==> src/rtl/i2s_slave_rx.sv <==
// i2s_slave_rx: I2S receiver (bus slave) that recovers stereo PCM samples.
//   BCK, LCK and DIN are asynchronous to CLK. Each input passes through a
//   2-FF synchroniser. A rising edge of the synchronised BCK is a bit event.
//   On each bit event DIN is shifted in MSB-first. Words are left-justified,
//   and anything past WIDTH bits is truncated.
//   A left word is held until its right partner completes. L and R are then
//   updated together, with a one-cycle VALID strobe.
// Ports:
//   CLK   - system clock
//   RST   - synchronous active-high reset
//   BCK   - I2S bit clock (async, <= CLK/4)
//   LCK   - I2S word select (async; 0 = left, 1 = right)
//   DIN   - I2S serial data (async; changes on BCK falling edge)
//   L, R  - last complete left / right sample (WIDTH bits, two's complement)
//   VALID - one-CLK strobe when L/R hold a fresh pair
module i2s_slave_rx #(
  parameter int unsigned WIDTH = 16
) (
  input  logic             CLK,
  input  logic             RST,
  input  logic             BCK,
  input  logic             LCK,
  input  logic             DIN,
  output logic [WIDTH-1:0] L,
  output logic [WIDTH-1:0] R,
  output logic             VALID
);

  localparam int unsigned CW = $clog2(WIDTH + 1);
  localparam logic [CW-1:0] WIDTH_C = CW'(WIDTH);

  // Synchroniser chains. Bit 0 is the first stage.
  // bck_sync_q[2] is the edge-detect history register.
  logic [2:0]       bck_sync_q, bck_sync_d;
  logic [1:0]       lck_sync_q, lck_sync_d;
  logic [1:0]       din_sync_q, din_sync_d;

  logic             started_q, started_d;
  logic             lck_last_q, lck_last_d;
  logic [1:0]       armed_q, armed_d;
  logic [CW-1:0]    count_q, count_d;
  logic [WIDTH-1:0] word_q, word_d;
  logic [WIDTH-1:0] hold_l_q, hold_l_d;
  logic             have_l_q, have_l_d;
  logic [WIDTH-1:0] l_q, l_d;
  logic [WIDTH-1:0] r_q, r_d;
  logic             valid_q, valid_d;

  logic             bit_event;
  logic             lck_s;
  logic             din_s;
  logic [WIDTH-1:0] din_bit;
  logic [WIDTH-1:0] word_fin;

  always_comb begin
    bck_sync_d = {bck_sync_q[1:0], BCK};
    lck_sync_d = {lck_sync_q[0], LCK};
    din_sync_d = {din_sync_q[0], DIN};

    bit_event  = bck_sync_q[1] & ~bck_sync_q[2];
    lck_s      = lck_sync_q[1];
    din_s      = din_sync_q[1];

    // The shift word is cleared at each slot start.
    // Each bit position is written at most once, so OR-ing in a mask is enough.
    din_bit    = '0;
    if (count_q < WIDTH_C) begin
      din_bit = WIDTH'(din_s) << (WIDTH_C - CW'(1) - count_q);
    end
    word_fin   = word_q | din_bit;

    started_d  = started_q;
    lck_last_d = lck_last_q;
    armed_d    = armed_q;
    count_d    = count_q;
    word_d     = word_q;
    hold_l_d   = hold_l_q;
    have_l_d   = have_l_q;
    l_d        = l_q;
    r_d        = r_q;
    valid_d    = 1'b0;

    if (bit_event) begin
      if (!started_q) begin
        // The first observed slot is partial: only learn its channel, leave it disarmed.
        started_d  = 1'b1;
        lck_last_d = lck_s;
      end else if (lck_s != lck_last_q) begin
        // I2S one-bit delay: this DIN is the last bit of the ending slot.
        if (!lck_last_q) begin
          if (armed_q[0]) begin
            hold_l_d = word_fin;
            have_l_d = 1'b1;
          end
        end else if (armed_q[1] && have_l_q) begin
          r_d      = word_fin;
          l_d      = hold_l_q;
          valid_d  = 1'b1;
          have_l_d = 1'b0;
        end
        word_d         = '0;
        count_d        = '0;
        armed_d[lck_s] = 1'b1;
        lck_last_d     = lck_s;
      end else if (count_q < WIDTH_C) begin
        word_d  = word_fin;
        count_d = count_q + CW'(1);
      end
    end
  end

  always_ff @(posedge CLK) begin
    if (RST) begin
      bck_sync_q <= '0;
      lck_sync_q <= '0;
      din_sync_q <= '0;
      started_q  <= 1'b0;
      lck_last_q <= 1'b0;
      armed_q    <= '0;
      count_q    <= '0;
      word_q     <= '0;
      hold_l_q   <= '0;
      have_l_q   <= 1'b0;
      l_q        <= '0;
      r_q        <= '0;
      valid_q    <= 1'b0;
    end else begin
      bck_sync_q <= bck_sync_d;
      lck_sync_q <= lck_sync_d;
      din_sync_q <= din_sync_d;
      started_q  <= started_d;
      lck_last_q <= lck_last_d;
      armed_q    <= armed_d;
      count_q    <= count_d;
      word_q     <= word_d;
      hold_l_q   <= hold_l_d;
      have_l_q   <= have_l_d;
      l_q        <= l_d;
      r_q        <= r_d;
      valid_q    <= valid_d;
    end
  end

  assign L     = l_q;
  assign R     = r_q;
  assign VALID = valid_q;

endmodule

==> config.mk <==
export PLATFORM = sky130hd
export DESIGN_NAME = i2s_slave_rx
export DESIGN_NICKNAME = d
export VERILOG_FILES = /design/src/rtl/i2s_slave_rx.sv
export SDC_FILE = /design/constraint.sdc
export NUM_CORES = 1
export LEC_CHECK = 0
export CORE_MARGIN = 8
export CORE_UTILIZATION = 55
export DETAILED_ROUTE_END_ITERATION = 6
export PLACE_DENSITY = 0.86
export SETUP_SLACK_MARGIN = 0.15
export SYNTH_ARGS = -nofsm -noshare
export SYNTH_HDL_FRONTEND = slang
export SYNTH_SLANG_ARGS = --single-unit
==> constraint.sdc <==
create_clock -name CLK -period 2 [get_ports CLK]
set_input_delay 0.4 -clock CLK [delete_from_list [all_inputs] [get_ports CLK]]
set_output_delay 0.4 -clock CLK [all_outputs]
set_load 0.01 [all_outputs]
==> reports/metrics.yaml <==
die:
  design.core.area_um2: 5850
  die_h_um: 93.2
  dieArea_um2: 8690
  rows: 28
  top_level_ports: 38
  die_width_um: 93.2
  initial_utilization_pct: 56.0
worst_setup_path:
  path_class: "reg2reg"
  slowest_stage: "nor3_2"
  start_kind: "flip-flop"
  crit_path_end_kind: "flip-flop"
  rr_startpoint: "lck_last_q"
  cpPeakStageDelay_ns: 0.64
  crit_chain: "xor2_1 -> nor3_2 -> a32o_1"
  cp_data_required_time_ns: 2.30
  reg2reg_depth: 3
  cp_max_fo: 13
  rr_endpoint: "word_q[4]"
  regToRegSetupSlack_ns: 0.31
  critical_path_arrival_ns: 1.99
cts:
  root_buffer: "clkbuf_8"
  clkSinkCount: 82
  numCtsBuffers: 9
  clock_latency_ns: 0.36
  htreeDepth: 3
  cts-resized-gates: 0
  cts.hold.buffers_added: 0
  cts_tree: "done"
  cts_setup_buffers: 0
  clk_pin_slew_ns: 0.08
  cts_max_path_buffers: 2
cells_and_area:
  drive_gt1_share_pct: 11.8
  fillers: 444
  syn_to_final_growth_pct: 16.5
  regArea_um2: 1640
  nets: 364
  stdcell_count: 438
  fin_util_pct: 65.3
  multi_input_area_um2: 1410
  antenna_cells: 0
place:
  gp_congestion: 0.816
  dp_hpwl_mm: 4.73
  port_buffers: 37
  dp.cells: 422
route:
  dr.pass1.iters: 6
  vias_per_cell: 5.95
  first_iter_violations: 208
  vias: 2605
  ant_nets: 0
  wire_per_inst_um: 16.8
  drc: 0
  totalWireLength_mm: 7.37
sta:
  worstMarginPinSlew_ns: 0.798
  tns_ns: 0
  hold_viol: 0
  finalSetupViolations: 0
  relSlewSlack_pct: 46.5
  rsz0062_at_grt: "no"
  clock.fmax_mhz: 592
  slew_viol_final: 0
  period_minus_slack_ns: 1.69
  clock_skew_ns: 0.0129
  timing.final.crit_share_pct: 84.4
power:
  switching_share_pct: 23.1
  ir_drop_mv: 0.393
  power_per_cell_area_nw_per_um2: 766
  p_comb_share_pct: 2.5
  p_leak_nw: 1.21
  switching_power_w: 0.000676
  intPower_w: 0.00225
  p_seq_share_pct: 56.2
  pwr-share-clk_pct: 41.3
synthesis:
  synth_edf_count: 0
  netlist_area_um2: 3280
  synth_top_area_share_pct: 50.1
  yosysWarningCount: 0
  ys_types: 38
  syn_area_per_cell_um2: 9.70
  ys_async_sr_fraction_pct: 0
  synth_area_leaders: "dfxtp_1, a21oi_1, a211oi_1"
  syn_inst: 338
  ys.flop_type: "dfxtp_1"
  yosys.area.top_type: "dfxtp_1"
  ys_seq_area_share_pct: 50.1
  synth_fp_nets: 344
  ys_seq_elements: 82
grt:
  overflow: 0
  grt_pass1_wl_mm: 12.1
  grt.total_usage_pct: 17.6
  grt_max_degree: 75
  antenna_found_initial: 0
  first_global_vias: 2370
hold_path:
  min_from: "lck_sync_q[0]"
  hold_path_class: "reg2reg"
  hold_path_depth: 1
  hold-path-endpoint: "lck_sync_q[1]"
job:
  cap_violations: 0
status:
  status: "complete, no violations"
## power by group through the flow
stage	sequential, W	combinational [W]	clock, W
floorplan	0.00168	0.0000550	0
global placement	0.00168	0.0000707	0
detailed placement	0.00168	0.0000716	0
CTS	0.00164	0.0000723	0.00123
global route	0.00165	0.0000798	0.00130
finish	0.00164	0.0000736	0.00121
## metal layers
metal  track usage [%]  wire length (um)  vias up  part of all wire [%]
li1                  -                 -     1287                     -
met1              23.0              3430     1227                    46
met2              26.0              3280       81                    44
met3              4.33               518       10                   7.0
met4              10.1               144        0                   2.0
met5                 0                 0        -                     0
## sequential cells by signal (all words and copies together), names as in the netlist, 2 cells and up
| name | cells |
|---|---|
| lck_sync_q | 2 |
| hold_l_q | 16 |
| bck_sync_q | 3 |
| word_q | 16 |
| count_q | 5 |
| armed_q | 2 |
| din_sync_q | 2 |
| R | 16 |
| L | 16 |
## Yosys cell counts (2+ instances only)
master,number
nor3_1,2
nand4_1,2
a211oi_2,10
inv_1,3
buf_4,3
and3b_1,2
nand2b_1,2
a32o_1,13
o21ai_0,22
dfxtp_1,82
buf_1,2
nand3_1,17
nand2_1,2
mux2i_1,4
and4b_1,2
buf_2,16
clkbuf_1,11
nand3b_1,3
buf_6,4
a31oi_1,8
nor2_1,13
a211oi_1,23
nor2b_1,14
a21oi_1,64
## cell families after synthesis
logic type,count (synthesis),synth area share [%]
AOI/OAI and AO/OA,143,28.5
xor gates and xnor gates,2,0.534
adders and majority gates,1,0.382
buffers and inverters,40,6.95
DFF,82,50.1
muxes,4,1.22
and+or+nand+nor,66,12.3
## stage by stage
step | total power (W) | setup WS (ns) | area [um^2] | hold slack, ns
2_1_floorplan | 0.00173 | 0.637 | 3280 | 0.414
3_3_place_gp | 0.00175 | 0.368 | 3610 | 0.423
3_5_place_dp | 0.00175 | 0.273 | 3610 | 0.434
4_1_cts | 0.00295 | 0.234 | 3820 | 0.453
5_1_grt | 0.00303 | 0.180 | 3820 | 0.460
6_report | 0.00293 | 0.312 | 3820 | 0.448
## worst max-delay path by stage
stage,from,depth (start not counted),to
floorplan,lck_sync_q[1],5,R[0]
global placement,lck_last_q,3,word_q[5]
detailed placement,lck_last_q,3,word_q[4]
CTS,lck_last_q,3,word_q[4]
global route,lck_last_q,3,word_q[4]
finish,lck_last_q,3,word_q[4]
## placed cells by master, fill, tap and decap left out, drive strengths merged, types with 4 or more instances in the layout
| cell type | instances |
|---|---|
| clkdlybuf4s50 | 36 |
| nor2 | 14 |
| clkbuf | 9 |
| nand3 | 17 |
| mux2i | 4 |
| a211oi | 33 |
| a21oi | 64 |
| dfxtp | 82 |
| a31oi | 8 |
| buf | 10 |
| inv | 5 |
| nor2b | 14 |
| o21ai | 22 |
| a32o | 13 |
## critical path, delay by kind of cell, from the launching register on
kind                      cells  cell delay, ns
and+or+nand+nor               1            0.64
DFF                           1            0.50
AOI/OAI and AO/OA             1            0.29
xor gates and xnor gates      1            0.20
## area by class of cell
type,count,area share (%)
Tap cell,75,2.46
Inverter,3,0.295
Clock buffer,9,3.24
Sequential cell,82,43.0
Clock inverter,7,2.03
Timing Repair Buffer,46,12.0
Multi-Input combinational cell,216,37.0
No activity file was read; power rests on OpenSTA's default activity.
